File: src/rtl/pia_uart_ctrl.sv
// Apple 1 PIA register front-end for the shared USB UART.
// RX/TX FIFOs replace the keyboard/display latches at D010-D013.
module pia_uart_ctrl #(
  parameter int RX_DEPTH  = 4,
  parameter int TX_DEPTH  = 4,
  parameter int RX_HIWAT  = 3,
  parameter int START_TMO = 15
) (
  input  logic       clk,
  input  logic       rst,
  input  logic       cpu_stb,
  input  logic       cs,
  input  logic [1:0] addr,
  input  logic       rw,
  input  logic [7:0] wdata,
  output logic [7:0] rdata,
  input  logic       uart_received,
  input  logic [7:0] uart_rx_byte,
  input  logic       uart_is_receiving,
  input  logic       uart_is_transmitting,
  output logic       uart_transmit,
  output logic [7:0] uart_tx_byte,
  output logic       uart_cts
);

  localparam int RPW = $clog2(RX_DEPTH);
  localparam int RCW = RPW + 1;
  localparam int TPW = $clog2(TX_DEPTH);
  localparam int TCW = TPW + 1;
  localparam int TMW = $clog2(START_TMO + 1);

  localparam logic [RCW-1:0] RX_FULL_N = RCW'(RX_DEPTH);
  localparam logic [RCW-1:0] RX_HI_N   = RCW'(RX_HIWAT);
  localparam logic [TCW-1:0] TX_FULL_N = TCW'(TX_DEPTH);
  localparam logic [TMW-1:0] TMO_LAST  = TMW'(START_TMO - 1);

  typedef enum logic [1:0] {
    IDLE,
    START,
    BUSY
  } tx_state_e;

  logic acc, rd, wr;
  logic rd0, rd1, rd2;
  logic rx_flush, tx_flush;

  assign acc = cpu_stb & cs;
  assign rd  = acc & rw;
  assign wr  = acc & ~rw;
  assign rd0 = rd & (addr == 2'd0);
  assign rd1 = rd & (addr == 2'd1);
  assign rd2 = rd & (addr == 2'd2);
  assign rx_flush = wr & (addr == 2'd3) & wdata[0];
  assign tx_flush = wr & (addr == 2'd3) & wdata[1];

  // RX FIFO
  logic [6:0]     rx_mem_q [RX_DEPTH];
  logic [RPW-1:0] rx_wptr_q, rx_wptr_d;
  logic [RPW-1:0] rx_rptr_q, rx_rptr_d;
  logic [RCW-1:0] rx_cnt_q, rx_cnt_d;
  logic           rx_ovf_q, rx_ovf_d;
  logic           rx_empty, rx_full;
  logic           rx_pop, rx_push, rx_drop;

  assign rx_empty = (rx_cnt_q == '0);
  assign rx_full  = (rx_cnt_q == RX_FULL_N);
  assign rx_pop   = rd0 & ~rx_empty;
  assign rx_push  = uart_received & (~rx_full | rx_pop) & ~rx_flush;
  assign rx_drop  = uart_received & rx_full & ~rx_pop & ~rx_flush;

  always_comb begin
    rx_wptr_d = rx_wptr_q;
    rx_rptr_d = rx_rptr_q;
    rx_cnt_d  = rx_cnt_q;
    rx_ovf_d  = rx_drop | (rx_ovf_q & ~rd1);
    if (rx_flush) begin
      rx_wptr_d = '0;
      rx_rptr_d = '0;
      rx_cnt_d  = '0;
    end else begin
      rx_wptr_d = rx_wptr_q + RPW'(rx_push);
      rx_rptr_d = rx_rptr_q + RPW'(rx_pop);
      rx_cnt_d  = rx_cnt_q + RCW'(rx_push) - RCW'(rx_pop);
    end
  end

  always_ff @(posedge clk) begin
    if (rx_push) rx_mem_q[rx_wptr_q] <= uart_rx_byte[6:0];
  end

  assign uart_cts = uart_is_receiving | (rx_cnt_q >= RX_HI_N);

  // TX FIFO
  logic [6:0]     tx_mem_q [TX_DEPTH];
  logic [TPW-1:0] tx_wptr_q, tx_wptr_d;
  logic [TPW-1:0] tx_rptr_q, tx_rptr_d;
  logic [TCW-1:0] tx_cnt_q, tx_cnt_d;
  logic           tx_ovf_q, tx_ovf_d;
  logic           tx_empty, tx_full;
  logic           tx_wr, tx_push, tx_drop, tx_pop;

  assign tx_empty = (tx_cnt_q == '0);
  assign tx_full  = (tx_cnt_q == TX_FULL_N);
  assign tx_wr    = wr & (addr == 2'd2);
  assign tx_push  = tx_wr & ~tx_full;
  assign tx_drop  = tx_wr & tx_full;

  always_comb begin
    tx_wptr_d = tx_wptr_q;
    tx_rptr_d = tx_rptr_q;
    tx_cnt_d  = tx_cnt_q;
    tx_ovf_d  = tx_drop | (tx_ovf_q & ~rd2);
    if (tx_flush) begin
      tx_wptr_d = '0;
      tx_rptr_d = '0;
      tx_cnt_d  = '0;
    end else begin
      tx_wptr_d = tx_wptr_q + TPW'(tx_push);
      tx_rptr_d = tx_rptr_q + TPW'(tx_pop);
      tx_cnt_d  = tx_cnt_q + TCW'(tx_push) - TCW'(tx_pop);
    end
  end

  always_ff @(posedge clk) begin
    if (tx_push) tx_mem_q[tx_wptr_q] <= wdata[6:0];
  end

  // TX sequencer; the byte is latched at the pulse so a flush cannot abort it
  tx_state_e      st_q, st_d;
  logic [TMW-1:0] tmr_q, tmr_d;
  logic           xmit_q, xmit_d;
  logic [7:0]     txb_q, txb_d;

  always_comb begin
    st_d   = st_q;
    tmr_d  = tmr_q;
    xmit_d = 1'b0;
    txb_d  = txb_q;
    tx_pop = 1'b0;
    unique case (st_q)
      IDLE: begin
        tmr_d = '0;
        if (~tx_empty & ~uart_is_transmitting) begin
          xmit_d = 1'b1;
          txb_d  = {1'b0, tx_mem_q[tx_rptr_q]};
          tx_pop = 1'b1;
          st_d   = START;
        end
      end
      START: begin
        if (uart_is_transmitting) begin
          st_d = BUSY;
        end else if (tmr_q == TMO_LAST) begin
          st_d = IDLE;
        end else begin
          tmr_d = tmr_q + TMW'(1);
        end
      end
      BUSY: begin
        if (~uart_is_transmitting) st_d = IDLE;
      end
      default: st_d = IDLE;
    endcase
  end

  // CPU read mux
  logic [7:0] rdata_q, rdata_d;

  always_comb begin
    rdata_d = rdata_q;
    if (rd) begin
      unique case (addr)
        2'd0: rdata_d = rx_empty ? 8'h00
                      : {1'b1, rx_mem_q[rx_rptr_q]};
        2'd1: rdata_d = {~rx_empty, rx_ovf_q, 6'b0};
        2'd2: rdata_d = {tx_full, tx_ovf_q, 6'b0};
        2'd3: rdata_d = {6'b0, ~tx_empty, ~rx_empty};
      endcase
    end
  end

  always_ff @(posedge clk or posedge rst) begin
    if (rst) begin
      rx_wptr_q <= '0;
      rx_rptr_q <= '0;
      rx_cnt_q  <= '0;
      rx_ovf_q  <= 1'b0;
      tx_wptr_q <= '0;
      tx_rptr_q <= '0;
      tx_cnt_q  <= '0;
      tx_ovf_q  <= 1'b0;
      st_q      <= IDLE;
      tmr_q     <= '0;
      xmit_q    <= 1'b0;
      txb_q     <= 8'h00;
      rdata_q   <= 8'h00;
    end else begin
      rx_wptr_q <= rx_wptr_d;
      rx_rptr_q <= rx_rptr_d;
      rx_cnt_q  <= rx_cnt_d;
      rx_ovf_q  <= rx_ovf_d;
      tx_wptr_q <= tx_wptr_d;
      tx_rptr_q <= tx_rptr_d;
      tx_cnt_q  <= tx_cnt_d;
      tx_ovf_q  <= tx_ovf_d;
      st_q      <= st_d;
      tmr_q     <= tmr_d;
      xmit_q    <= xmit_d;
      txb_q     <= txb_d;
      rdata_q   <= rdata_d;
    end
  end

  assign rdata         = rdata_q;
  assign uart_transmit = xmit_q;
  assign uart_tx_byte  = txb_q;

endmodule
File: config.mk
export PLATFORM = sky130hd
export DESIGN_NAME = pia_uart_ctrl
export DESIGN_NICKNAME = d
export VERILOG_FILES = /design/src/rtl/pia_uart_ctrl.sv
export SDC_FILE = /design/constraint.sdc
export NUM_CORES = 1
export LEC_CHECK = 0
export BUFFER_PORTS_ARGS = -buffer_cell sky130_fd_sc_hd__buf_2
export CELL_PAD_IN_SITES_DETAIL_PLACEMENT = 1
export CELL_PAD_IN_SITES_GLOBAL_PLACEMENT = 2
export CORE_AREA = 8 8 107 109
export DETAILED_ROUTE_END_ITERATION = 10
export DIE_AREA = 0 0 115 117
export PLACE_DENSITY = 0.75
export SYNTH_ARGS = -nofsm -noshare
export SYNTH_HDL_FRONTEND = slang
export SYNTH_SLANG_ARGS = --single-unit
File: constraint.sdc
create_clock -name clk -period 3.5 [get_ports clk]
set_input_delay 0.7 -clock clk [delete_from_list [all_inputs] [get_ports clk]]
set_output_delay 0.7 -clock clk [all_outputs]
set_load 0.05 [all_outputs]
== Yosys cells after proc, flatten, opt, wreduce, memory -nomap -nowiden ==
Memory sizes are Yosys's and may differ from the RTL's. A register that Yosys moved wholly into a read port is not among the register bits.
Index checks and enable logic that the tools add are counted.
Storage, ports and cells
  bits in registers: 31
  RAM bits: 56
  input port bits: 26
  word-level logic and storage cells: 102
  memories kept: 2
Memories
  rx_mem_q: words 4, bits a word 7, rd ports 1, clocked after memory_dff 0, write ports 1, RTL line 57  | logic [6:0] rx_mem_q [RX_DEPTH];
  tx_mem_q: words 4, bits a word 7, rd ports 1, clocked after memory_dff 1, write ports 1, RTL line 94  | logic [6:0] tx_mem_q [TX_DEPTH];
Cells by class
  add/sub/neg operators: 9
  order comparisons: 1
  equality and inequality tests: 13
  mux-type cells: 22
  bitwise gates (word level): 35
  reduce and logical (&&, ||, !) cells: 8
Operators by type and width (number)
  8-bit case mux with 4 select lines: 1
  1-bit AND: 21
  2-bit two-way mux: 8
  1-bit inverter: 10
  2-bit by 1-bit adder with 2-bit output: 4
  4-bit two-way mux: 2
  8-bit two-way mux: 1
  2-bit != test, second input constant: 4
  4-bit case mux with 2 select lines: 1
  3-bit by 1-bit adder with 3-bit output: 2
  2-bit == test, second input constant: 3
  3-bit == test, second input constant: 2
  3-bit logical NOT: 2
  1-bit two-way mux: 6
  3-bit two-way mux: 2
  2-bit case mux with 3 select lines: 1
  3-bit AND reduction: 2
  3-bit by 1-bit subtractor with 3-bit output: 2
  4-bit by 1-bit adder with 4-bit output, second input constant: 1
  2-bit by 1-bit == test with 1-bit output, second input constant: 2
  4-bit == test, second input constant: 1
  2-bit logical NOT: 2
  1-bit OR: 4
  3-bit by 2-bit greater-or-equal comparator with 1-bit output, second input constant: 1
  other kinds (3): 3

== Logic depth before layout (Yosys ltp) ==
Gate-level depths: netlist of the first run.
  depth after elaboration: 10
  gate-level depth with buffers: 12
  gate-level depth less buffers: 11

== Least setup slack after synthesis of the first run ==
Ideal clock, no wire load.
  path type: input to register
  start: input uart_is_transmitting
  end: register tx_cnt_q[2]
  library setup time: 86 ps
  arrival time: 2698 ps
  path slack: 716 ps
  stages on the path: 11
  path buffers: 1
  cells stage by stage: or4_1 > buf_6 > inv_1 > ha_1 > inv_1 > ha_1 > inv_1 > fa_1 > xor2_1 > and2_1 > nor3_1
Between the ends
  word-level cells in the longest chain between the ends: 6
RTL lines
  start: declaration: RTL line 20  | input logic uart_is_transmitting,
  1-bit inverter
  1-bit AND: RTL line 143  | if (~tx_empty & ~uart_is_transmitting) begin
  1-bit two-way mux: RTL line 143
  1-bit two-way mux: RTL line 140  | unique case (st_q)
  via tx_pop: RTL line 100  | logic tx_wr, tx_push, tx_drop, tx_pop;
  3-bit by 1-bit subtractor with 3-bit output: RTL line 120  | tx_cnt_d = tx_cnt_q + TCW'(tx_push) - TCW'(tx_pop);
  3-bit two-way mux: RTL line 113  | if (tx_flush) begin
  via tx_cnt_d[2]: RTL line 97  | logic [TCW-1:0] tx_cnt_q, tx_cnt_d;
  end signal: assignment: RTL line 204  | tx_cnt_q <= tx_cnt_d;
  end: declaration: RTL line 97
The timed path passes the listed nets, and every way through them passes these cells.
A chain may end at the register's enable or synchronous reset.

== Final worst setup path of the first run ==
  start: input rw
  end: register tx_cnt_q[2]
Between the ends
  word-level cells in the longest chain between the ends: 7
  elaborated cells between the ends (all ways): 9
RTL lines
  start: declaration: RTL line 14  | input logic rw,
  1-bit inverter (*): RTL line 49  | assign wr = acc & ~rw;
  1-bit AND (*): RTL line 49
  1-bit AND: RTL line 104  | assign tx_wr = wr & (addr == 2'd2);
  1-bit AND: RTL line 105  | assign tx_push = tx_wr & ~tx_full;
  3-bit by 1-bit adder with 3-bit output: RTL line 120
  3-bit by 1-bit subtractor with 3-bit output: RTL line 120
  3-bit two-way mux (*): RTL line 113
  via tx_cnt_d[2]: RTL line 97
The timed path passes the listed nets; every way through them passes the cells marked *.

==> results.txt, run 1 <==
The die height came out at 117 µm. The number of hold buffers added after CTS was 0. For the pin with the worst max-slew slack, the measured transition is between 500 and 600 ps. The maximum VDD drop came out at 0.294 mV. STA classifies the critical path endpoint as a register. After synthesis, the share of flip-flops with an asynchronous set or reset is 0.404.

The number of max-slew violations in the final report came out at 0. The reported leakage power came out at 1.82 nW. The clock edge transition at the registers on the reported setup and hold paths came out at 90 ps. The number of iterations in the first detailed-routing pass came out at 4. The root buffer cell chosen for the clock tree is sky130_fd_sc_hd__clkbuf_8. Among all flip-flop cells after synthesis, the most frequent one is sky130_fd_sc_hd__edfxtp_1. The total overflow left after global routing is 0. The number of port buffers is 40. The number of buffers created by CTS is 9.

The synthesis-stage register bit count came out at 94. The number of warning messages in the yosys log came out at 0. The net total in the final layout came out at around 340.

Setup repair after global routing left no endpoint under its margin. The area added between synthesis and finish came out at 15.1%. TritonCTS built the clock tree.

The floorplan core area came out at about 9900 µm². Yosys attributes the largest share of cell area to sky130_fd_sc_hd__edfxtp_1, sky130_fd_sc_hd__dfrtp_1, sky130_fd_sc_hd__mux4_2, sky130_fd_sc_hd__ha_1, sky130_fd_sc_hd__mux2_4. The share of synthesized area occupied by flip-flops and latches came out at 0.665. Using the TritonRoute via totals, the vias-per-cell ratio works out to between 4 and 5. The number of nets in the synthesized netlist is 290. The number of hold violations in the final report was 0.

The number of I/O pins is 44. The fraction of the core area covered by cells at the end of the flow came out at 0.460. The final-report setup violation count is 0. The deepest clock path buffer count came out at 2. The overall routed net length is 7700 µm. The minimum clock period came out at 2570 ps. The number of cells on the worst reg-to-reg path is 10. The placement row count came out at 37. The count of flip-flops with a built-in enable after synthesis is 56. The worst hold slack after final layout is around 450 ps. The post-synthesis instance area is 3960 µm². The routed length per placed instance is 17.3 µm. Post-CTS timing repair inserted 0 buffers for setup. The number of global-route vias before repair came out at 2482.

Power spread over the standard cell area amounts to slightly below 800 nW/µm². The flow ran to the end, and the final reports show no timing, DRC or antenna violations. After clock tree synthesis, the repair step resized 0 gates. In this run the critical register-to-register path is launched from st_q[1]$_DFFE_PP0P_. The tightest min-delay check is of the in -> async type.

After routing, the total negative slack on setup checks comes to 0 ps. The worst max-slew margin expressed relative to the limit came out at 0.638. The endpoint identified for the worst register-to-register timing path is tx_cnt_q[2]$_DFF_PP0_. The largest total area in the synthesized netlist belongs to sky130_fd_sc_hd__edfxtp_1. The number of levels the H-tree was split into is 3. The synthesized area per cell is 15.8 µm². Data on the critical path arrives at its endpoint at 2850 ps.

The synthesized netlist cell count came out at 251. The maximum achievable frequency came out at 389 MHz. The number of nets with antenna violations after detailed routing is 0. In this run the worst path has a maximum fanout of 6. The global placer's final weighted congestion came out at 0.697.

The residual DRC count is 0. The clock latency of the later-clocked register in the worst-skew pair is 360 ps. The die extent in x is between 100 and 150 µm. Data on the critical path is required at its endpoint by 3780 ps.

Entering global routing, the biggest net connects 39 pins. The total global-route track usage came out at 0.126. The clock net in this run drives a total of 94 sinks. The HPWL after detailed placement is 5490 µm. The setup slack of the worst register-to-register path is 960 ps. The share of synthesized area in the top cell type comes to 0.425. The violation count after the first detailed-route iteration came out at 89. The via total after detailed routing came out at 2202. Of the available clock period, the critical path in the final layout requires 0.735. The initial utilization of the core area, before any placement, comes to 0.400.

The fraction of layout cells with a size suffix above 1 is 0.307. The setup path with the least slack is of type in -> reg. The first-pass GRT wire length is 12800 µm. Yosys mapped the design onto 50 distinct sky130hd cell types.

The antenna diode instance count came out at 0. The number of maximum-capacitance constraint violations is 0. The setup skew after layout came out at 9.23 ps. The critical path starts at rw. The startpoint kind of the worst setup timing path is an input pin. The number of antenna violations at the first check in global routing is 0. The die covers 13500 µm².
-- metrics by stage --
step | instance area, µm² | power, mW | std cells | setup WS (ps)
detailed placement | 4360 | 2.91 | 429 | 514
finish | 4560 | 3.58 | 445 | 926
global route | 4560 | 3.82 | 445 | 695
CTS | 4560 | 3.64 | 445 | 891
global placement | 4360 | 2.86 | 429 | 547
floorplan | 3960 | 2.59 | 251 | 716
-- synth_stat cells (all sizes together), types with 3 or more instances --
| cell type | count |
|---|---|
| nor2b | 5 |
| nand2b | 3 |
| a22o | 4 |
| a31oi | 4 |
| dfrtp | 38 |
| xnor2 | 4 |
| and2 | 4 |
| inv | 11 |
| buf | 6 |
| mux2 | 9 |
| nand3 | 3 |
| mux4 | 13 |
| clkbuf | 3 |
| nor3b | 4 |
| nor3 | 8 |
| edfxtp | 56 |
| o21ai | 5 |
| nor2 | 17 |
| nand2 | 11 |
| ha | 11 |
-- worst max-delay path by stage --
stage	endpoint	slack, ps	cells past startpoint
after floorplan	tx_cnt_q[2]$_DFF_PP0_	720	11
after global placement	tx_cnt_q[2]$_DFF_PP0_	550	12
after detailed placement	tx_cnt_q[2]$_DFF_PP0_	510	12
after CTS	tx_cnt_q[2]$_DFF_PP0_	890	12
after global routing	tx_cnt_q[2]$_DFF_PP0_	690	11
final	tx_cnt_q[2]$_DFF_PP0_	930	12
-- cell usage in the layout (no fill, tap or decap), drive strengths merged, types with 2 or more instances in the layout --
master / n
inv: 14
ha: 11
nor2: 17
clkinv: 3
nor4: 2
nand2b: 3
xor2: 2
nor4b: 2
nor3b: 4
a21oi: 2
nand3: 3
or2: 2
mux2: 9
fa: 2
a22o: 4
a32o: 2
xnor2: 4
edfxtp: 56
mux4: 13
and2: 4
dfrtp: 38
o21ai: 5
clkbuf: 9
nor2b: 5
o31ai: 2
a31oi: 4
nor3: 8
buf: 51
nand2: 11
-- cell families after synthesis --
family                     Yosys count  share of synthesized area
adders and majority gates           13                     0.0449
muxes                               23                      0.109
DFF                                 94                      0.665
buffers and inverters               20                     0.0231
other                                1                   0.000947
AOI/OAI and AO/OA                   28                     0.0537
and+or+nand+nor                     66                     0.0907
xor gates and xnor gates             6                     0.0133
-- layout make-up --
class | count | area, µm²
inverters | 11 | 41.3
repair buffers | 51 | 283
multi-input cells | 137 | 1240
well taps | 136 | 170
clock inverters | 7 | 70.1
fillers | 1027 | 5350
flip-flops and latches | 94 | 2630
clock buffers | 9 | 124
-- power breakdown --
part	internal [mW]	switching [mW]	total, mW
sequential	1.44	0.261	1.70
clock	0.333	0.387	0.720
combinational	0.529	0.631	1.16
total	2.30	1.28	3.58
-- routing by layer --
| metal | global-route usage | wire, µm | vias up |
|---|---|---|---|
| met5 | 0 | 0 | - |
| met4 | 0.0499 | 102 | 0 |
| met3 | 0.0318 | 299 | 10 |
| met2 | 0.216 | 3940 | 30 |
| met1 | 0.149 | 3360 | 1118 |
| li1 | - | - | 1044 |
-- worst max-delay path: stages --
cell and delay, ps:
sky130_fd_sc_hd__buf_2 110, sky130_fd_sc_hd__nand3b_1 310, sky130_fd_sc_hd__nor3_2 250, sky130_fd_sc_hd__inv_1 120, sky130_fd_sc_hd__ha_1 280, sky130_fd_sc_hd__inv_1 60
sky130_fd_sc_hd__ha_1 130, sky130_fd_sc_hd__inv_1 50, sky130_fd_sc_hd__fa_1 400, sky130_fd_sc_hd__xor2_1 160, sky130_fd_sc_hd__and2_1 150, sky130_fd_sc_hd__nor3_1 130
-- sequential cells by signal, indices dropped and copies added, names as in the netlist, 2 cells and up --
register / cells
rx_cnt_q: 3
rx_wptr_q: 2
tx_rptr_q: 2
uart_tx_byte: 7
tx_wptr_q: 2
tx_cnt_q: 3
tmr_q: 4
st_q: 2
rx_mem_q: 28
rdata: 8
rx_rptr_q: 2
tx_mem_q: 28
Power figures use the tool's default switching activity.
==> run 2: changes to the inputs <==
==> config.mk (replaced) <==
export PLATFORM = sky130hd
export DESIGN_NAME = pia_uart_ctrl
export DESIGN_NICKNAME = d
export VERILOG_FILES = /design/src/rtl/pia_uart_ctrl.sv
export SDC_FILE = /design/constraint.sdc
export NUM_CORES = 1
export LEC_CHECK = 0
export ABC_AREA = 1
export BUFFER_PORTS_ARGS = -buffer_cell sky130_fd_sc_hd__buf_2
export CELL_PAD_IN_SITES_DETAIL_PLACEMENT = 1
export CELL_PAD_IN_SITES_GLOBAL_PLACEMENT = 2
export CORE_AREA = 8 8 120 122
export DETAILED_ROUTE_END_ITERATION = 10
export DIE_AREA = 0 0 128 130
export PLACE_DENSITY = 0.72
export SYNTH_ARGS = -nofsm -noshare
export SYNTH_HDL_FRONTEND = slang
export SYNTH_SLANG_ARGS = --single-unit
==> constraint.sdc (replaced) <==
create_clock -name clk -period 2.17 [get_ports clk]
set_input_delay 0.434 -clock clk [delete_from_list [all_inputs] [get_ports clk]]
set_output_delay 0.434 -clock clk [all_outputs]
set_load 0.05 [all_outputs]
==> run 2 against run 1 <==
Net effect: setup slack got worse by 790 ps; clock power grew 130%; worst hold slack lost 260 ps; largest cell class unchanged; sequential share of layout area down 5.8 points; first-iteration DRC count up 15%; synthesized cell count grew 59%.
==> results.txt, run 2 <==
The violation count after the first detailed-route iteration is about 100. In this run, distinct cell masters in the synthesized netlist total 29. The residual DRC count came out at 0. The number of port buffers is 40. The combinational group share of total power came out at 0.340. The placed wire-length estimate is approximately 6500 µm. The cell area that synthesis handed to floorplanning was 4140 µm². The total length of routed met3 wires is 275 µm.

The first-pass GRT wire length came out at 15300 µm. The number of global-route vias before repair is 3096. The count of flip-flops with a built-in enable after synthesis is 56. The flow ran to the end, and the final reports show no timing, DRC or antenna violations.

The number of max-slew violations in the final report is 0. The cell area after layout is 5070 µm². Before antenna repair, the detailed router went through 4 iterations. The number of maximum-capacitance constraint violations is 0. The die extent in x came out at 128 µm. In the final routed layout, each cell accounts on average for 14.1 µm.

The setup slack of the worst register-to-register path came out at 140 ps. The synthesized area per cell is 10.4 µm². The worst register-to-register path begins at tx_cnt_q[1]$_DFF_PP0_. The number of levels the H-tree was split into is 3. Ranked by total cell area, the synthesized netlist is headed by sky130_fd_sc_hd__edfxtp_1, sky130_fd_sc_hd__dfrtp_1, sky130_fd_sc_hd__nand2_1, sky130_fd_sc_hd__inv_1, sky130_fd_sc_hd__o21ai_0.

The die area came out at roughly 17000 µm². Dividing total power by cell area gives a power density of 1300 nW/µm². Of the total power, the share spent switching nets is 0.378. Wire segments on met2 add up to roughly 4700 µm in the final route. In this run the core area contains 41 standard-cell rows. Data on the critical path is required at its endpoint by ~2500 ps.

In this run the worst path has a maximum fanout of 3. The setup path with the least slack is of type reg -> reg. The endpoint arrival time on the critical path came out at 2320 ps. The number of cell instances on the worst register-to-register path is 11.

The pin count of the biggest net entering global routing came out at 39. The sequential share of power came out at 0.405. For the final database, setup skew stands at between 7 and 8 ps.

TritonCTS built the clock tree. The most used flip-flop cell after synthesis is sky130_fd_sc_hd__edfxtp_1. The path type of the worst min-delay path is in -> async. The cell with the most instances after synthesis is sky130_fd_sc_hd__nand2_1. Setup repair after global routing left no endpoint under its margin. The reported leakage power is 2.36 nW. The net total in the final layout is 511.

The total placed instance area came out at 4710 µm². Of the synthesized area, sequential elements account for 0.636. The floorplan core area came out at ~12000 µm². Counting flops with an async set or reset pin after synthesis yields a share of 0.404. In the finished design, the share of the clock period the worst path needs comes to 0.936. The top cell type's share of synthesized area came out at 0.406. The via total after detailed routing came out at 2872. The post-cts hold buffer count is 0.

In the layout the commonest cells are sky130_fd_sc_hd__nand2_1, sky130_fd_sc_hd__edfxtp_1, sky130_fd_sc_hd__inv_1. The number of I/O pins came out at 44. The routed metal-1 wire length is approximately 4000 µm. The highest layer touched by signal routing is met4.

CTS placed an instance of sky130_fd_sc_hd__clkbuf_16 at the clock tree root. The commonest cells after synthesis are sky130_fd_sc_hd__nand2_1, sky130_fd_sc_hd__edfxtp_1, sky130_fd_sc_hd__inv_1. The worst setup path is captured at a register. The number of antenna violations at the first check in global routing is 0. Summed over all instances, the cell type with the most area after synthesis is sky130_fd_sc_hd__edfxtp_1. In this run the remaining antenna-violating nets after routing total 0.

The startpoint kind of the worst setup timing path is a register. The maximum achievable frequency came out at 492 MHz. The die height is 130 µm. The worst slack at placement is -108 ps. The number of hold violations in the final report came out at 0.

The final non-filler cell total is 649. In the synthesized netlist, the number of instances is 399. The cell-internal power is 4.11 mW. The worst max-slew margin expressed relative to the limit came out at 0.619. The power dissipated by switching net loads is between 2 and 2.5 mW. The antenna diode instance count came out at 0. The total placed cells including tap cells is between 600 and 700. The number of nets in the synthesized netlist came out at about 440. The average via count per standard cell is about 4.4.

The overall routed net length is ~9000 µm. The area added between synthesis and finish is 22.5%. In the final layout, the share of cells above drive strength 1 is 0.229. Clock latency on the worst-skew pair, taken at its later pin, is 350 ps. TritonCTS created 9 clock buffers.

Clock-pin slew was measured on the worst setup and hold paths at 70 ps. The synthesis-stage register bit count came out at 94. The deepest clock path buffer count is 2. The global placer's final weighted congestion came out at 0.723. The minimum clock period came out at between 2000 and 2500 ps. The worst-margin pin slew came out at roughly 570 ps. The global-route congestion overflow total is 0. Setup violations remaining at the end of the flow were counted as 0. The endpoint identified for the worst register-to-register timing path is tx_cnt_q[1]$_DFF_PP0_. The post-layout worst setup margin is ~140 ps. Across the VDD grid, the largest voltage drop is 0.540 mV. The starting density of the core is 0.334.

The Yosys step of the flow raised 0 warnings. Of the total power, the clock network draws 0.255. The total of fill cells in the finished design is 1437. Leaving out fill and tap cells, the most frequent cell in the layout is sky130_fd_sc_hd__nand2_1. The number of sinks driven by the clock tree is 94.

The total global-route track usage is 0.121. The overall power after layout is 6.60 mW.
==> run 2: cell types whose count changed after synthesis, moves of 13 or more <==
| cell | delta |
|---|---|
| sky130_fd_sc_hd__inv_1 | +43 |
| sky130_fd_sc_hd__mux4_2 | -13 |
| sky130_fd_sc_hd__nand2_1 | +89 |
| sky130_fd_sc_hd__nand3_1 | +20 |
| sky130_fd_sc_hd__nor2_1 | +19 |
| sky130_fd_sc_hd__o21ai_0 | +24 |
==> run 2: kinds of logic (layout without fill, tap and decap cells) <==
kind of cell               after synthesis  count (layout)  synth area share
buffers and inverters                   67             145            0.0662
and+or+nand+nor                        178             178             0.191
xor gates and xnor gates                 8               8            0.0169
AOI/OAI and AO/OA                       38              38            0.0465
other                                    1               1          0.000906
DFF                                     94              94             0.636
adders and majority gates               13              13            0.0429
==> run 2: what timing repair did <==
item                                    CTS  global route
gates resized for setup                   0             8
buffers inserted                          0             2
endpoints found under the setup margin    0             4
==> run 2: cell type report <==
class                   instances  area, µm²  area share
clock buffers                  10        229      0.0452
repair buffers                 69        418      0.0824
flip-flops and latches         94       2630       0.519
clock inverters                 6       85.1      0.0168
multi-input cells             238       1260       0.250
well taps                     172        215      0.0424
inverters                      60        225      0.0444
==> run 2: how the worst max path moves through the flow <==
stage / start / to / slack [ps] / cells past startpoint
floorplan: rx_cnt_q[1]$_DFF_PP0_ / rx_cnt_q[2]$_DFF_PP0_ / 30 / 13
global placement: cpu_stb / rx_cnt_q[1]$_DFF_PP0_ / -90 / 14
detailed placement: cpu_stb / rx_cnt_q[1]$_DFF_PP0_ / -110 / 14
CTS: rx_cnt_q[0]$_DFF_PP0_ / rx_cnt_q[1]$_DFF_PP0_ / 10 / 13
global route: tx_cnt_q[1]$_DFF_PP0_ / tx_cnt_q[1]$_DFF_PP0_ / 10 / 11
finish: tx_cnt_q[1]$_DFF_PP0_ / tx_cnt_q[1]$_DFF_PP0_ / 140 / 11
==> run 2: power by group through the flow <==
stage	Clock, mW	Combinational, mW	Sequential, mW
after floorplan	0	1.33	2.94
after global placement	0	2.17	2.70
after detailed placement	0	2.24	2.72
after CTS	1.73	2.27	2.69
after global routing	1.80	2.60	2.75
final	1.68	2.25	2.67
==> run 2: per-stage QoR <==
step                TNS, ps   util  hold WS, ps
floorplan                 0      -          437
global placement       -199  0.380          452
CTS                       0  0.405          218
finish                    0  0.408          195
global route              0  0.408          253
detailed placement     -300  0.380          461
==> run 2: metal layers <==
layer | global-route usage | vias up
li1 | - | 1432
met1 | 0.136 | 1394
met2 | 0.213 | 32
met3 | 0.0273 | 14
met4 | 0.0650 | 0
met5 | 0 | -
==> run 2: worst max-delay path: stages, from the launching register on <==
cell and delay [ps]:
sky130_fd_sc_hd__dfrtp_1 400, sky130_fd_sc_hd__nor2_1 110, sky130_fd_sc_hd__nand2_1 90, sky130_fd_sc_hd__nand2_2 90
sky130_fd_sc_hd__nor2_4 40, sky130_fd_sc_hd__ha_1 270, sky130_fd_sc_hd__inv_1 40, sky130_fd_sc_hd__ha_1 180
sky130_fd_sc_hd__inv_1 70, sky130_fd_sc_hd__fa_1 410, sky130_fd_sc_hd__or2_1 240, sky130_fd_sc_hd__inv_1 50
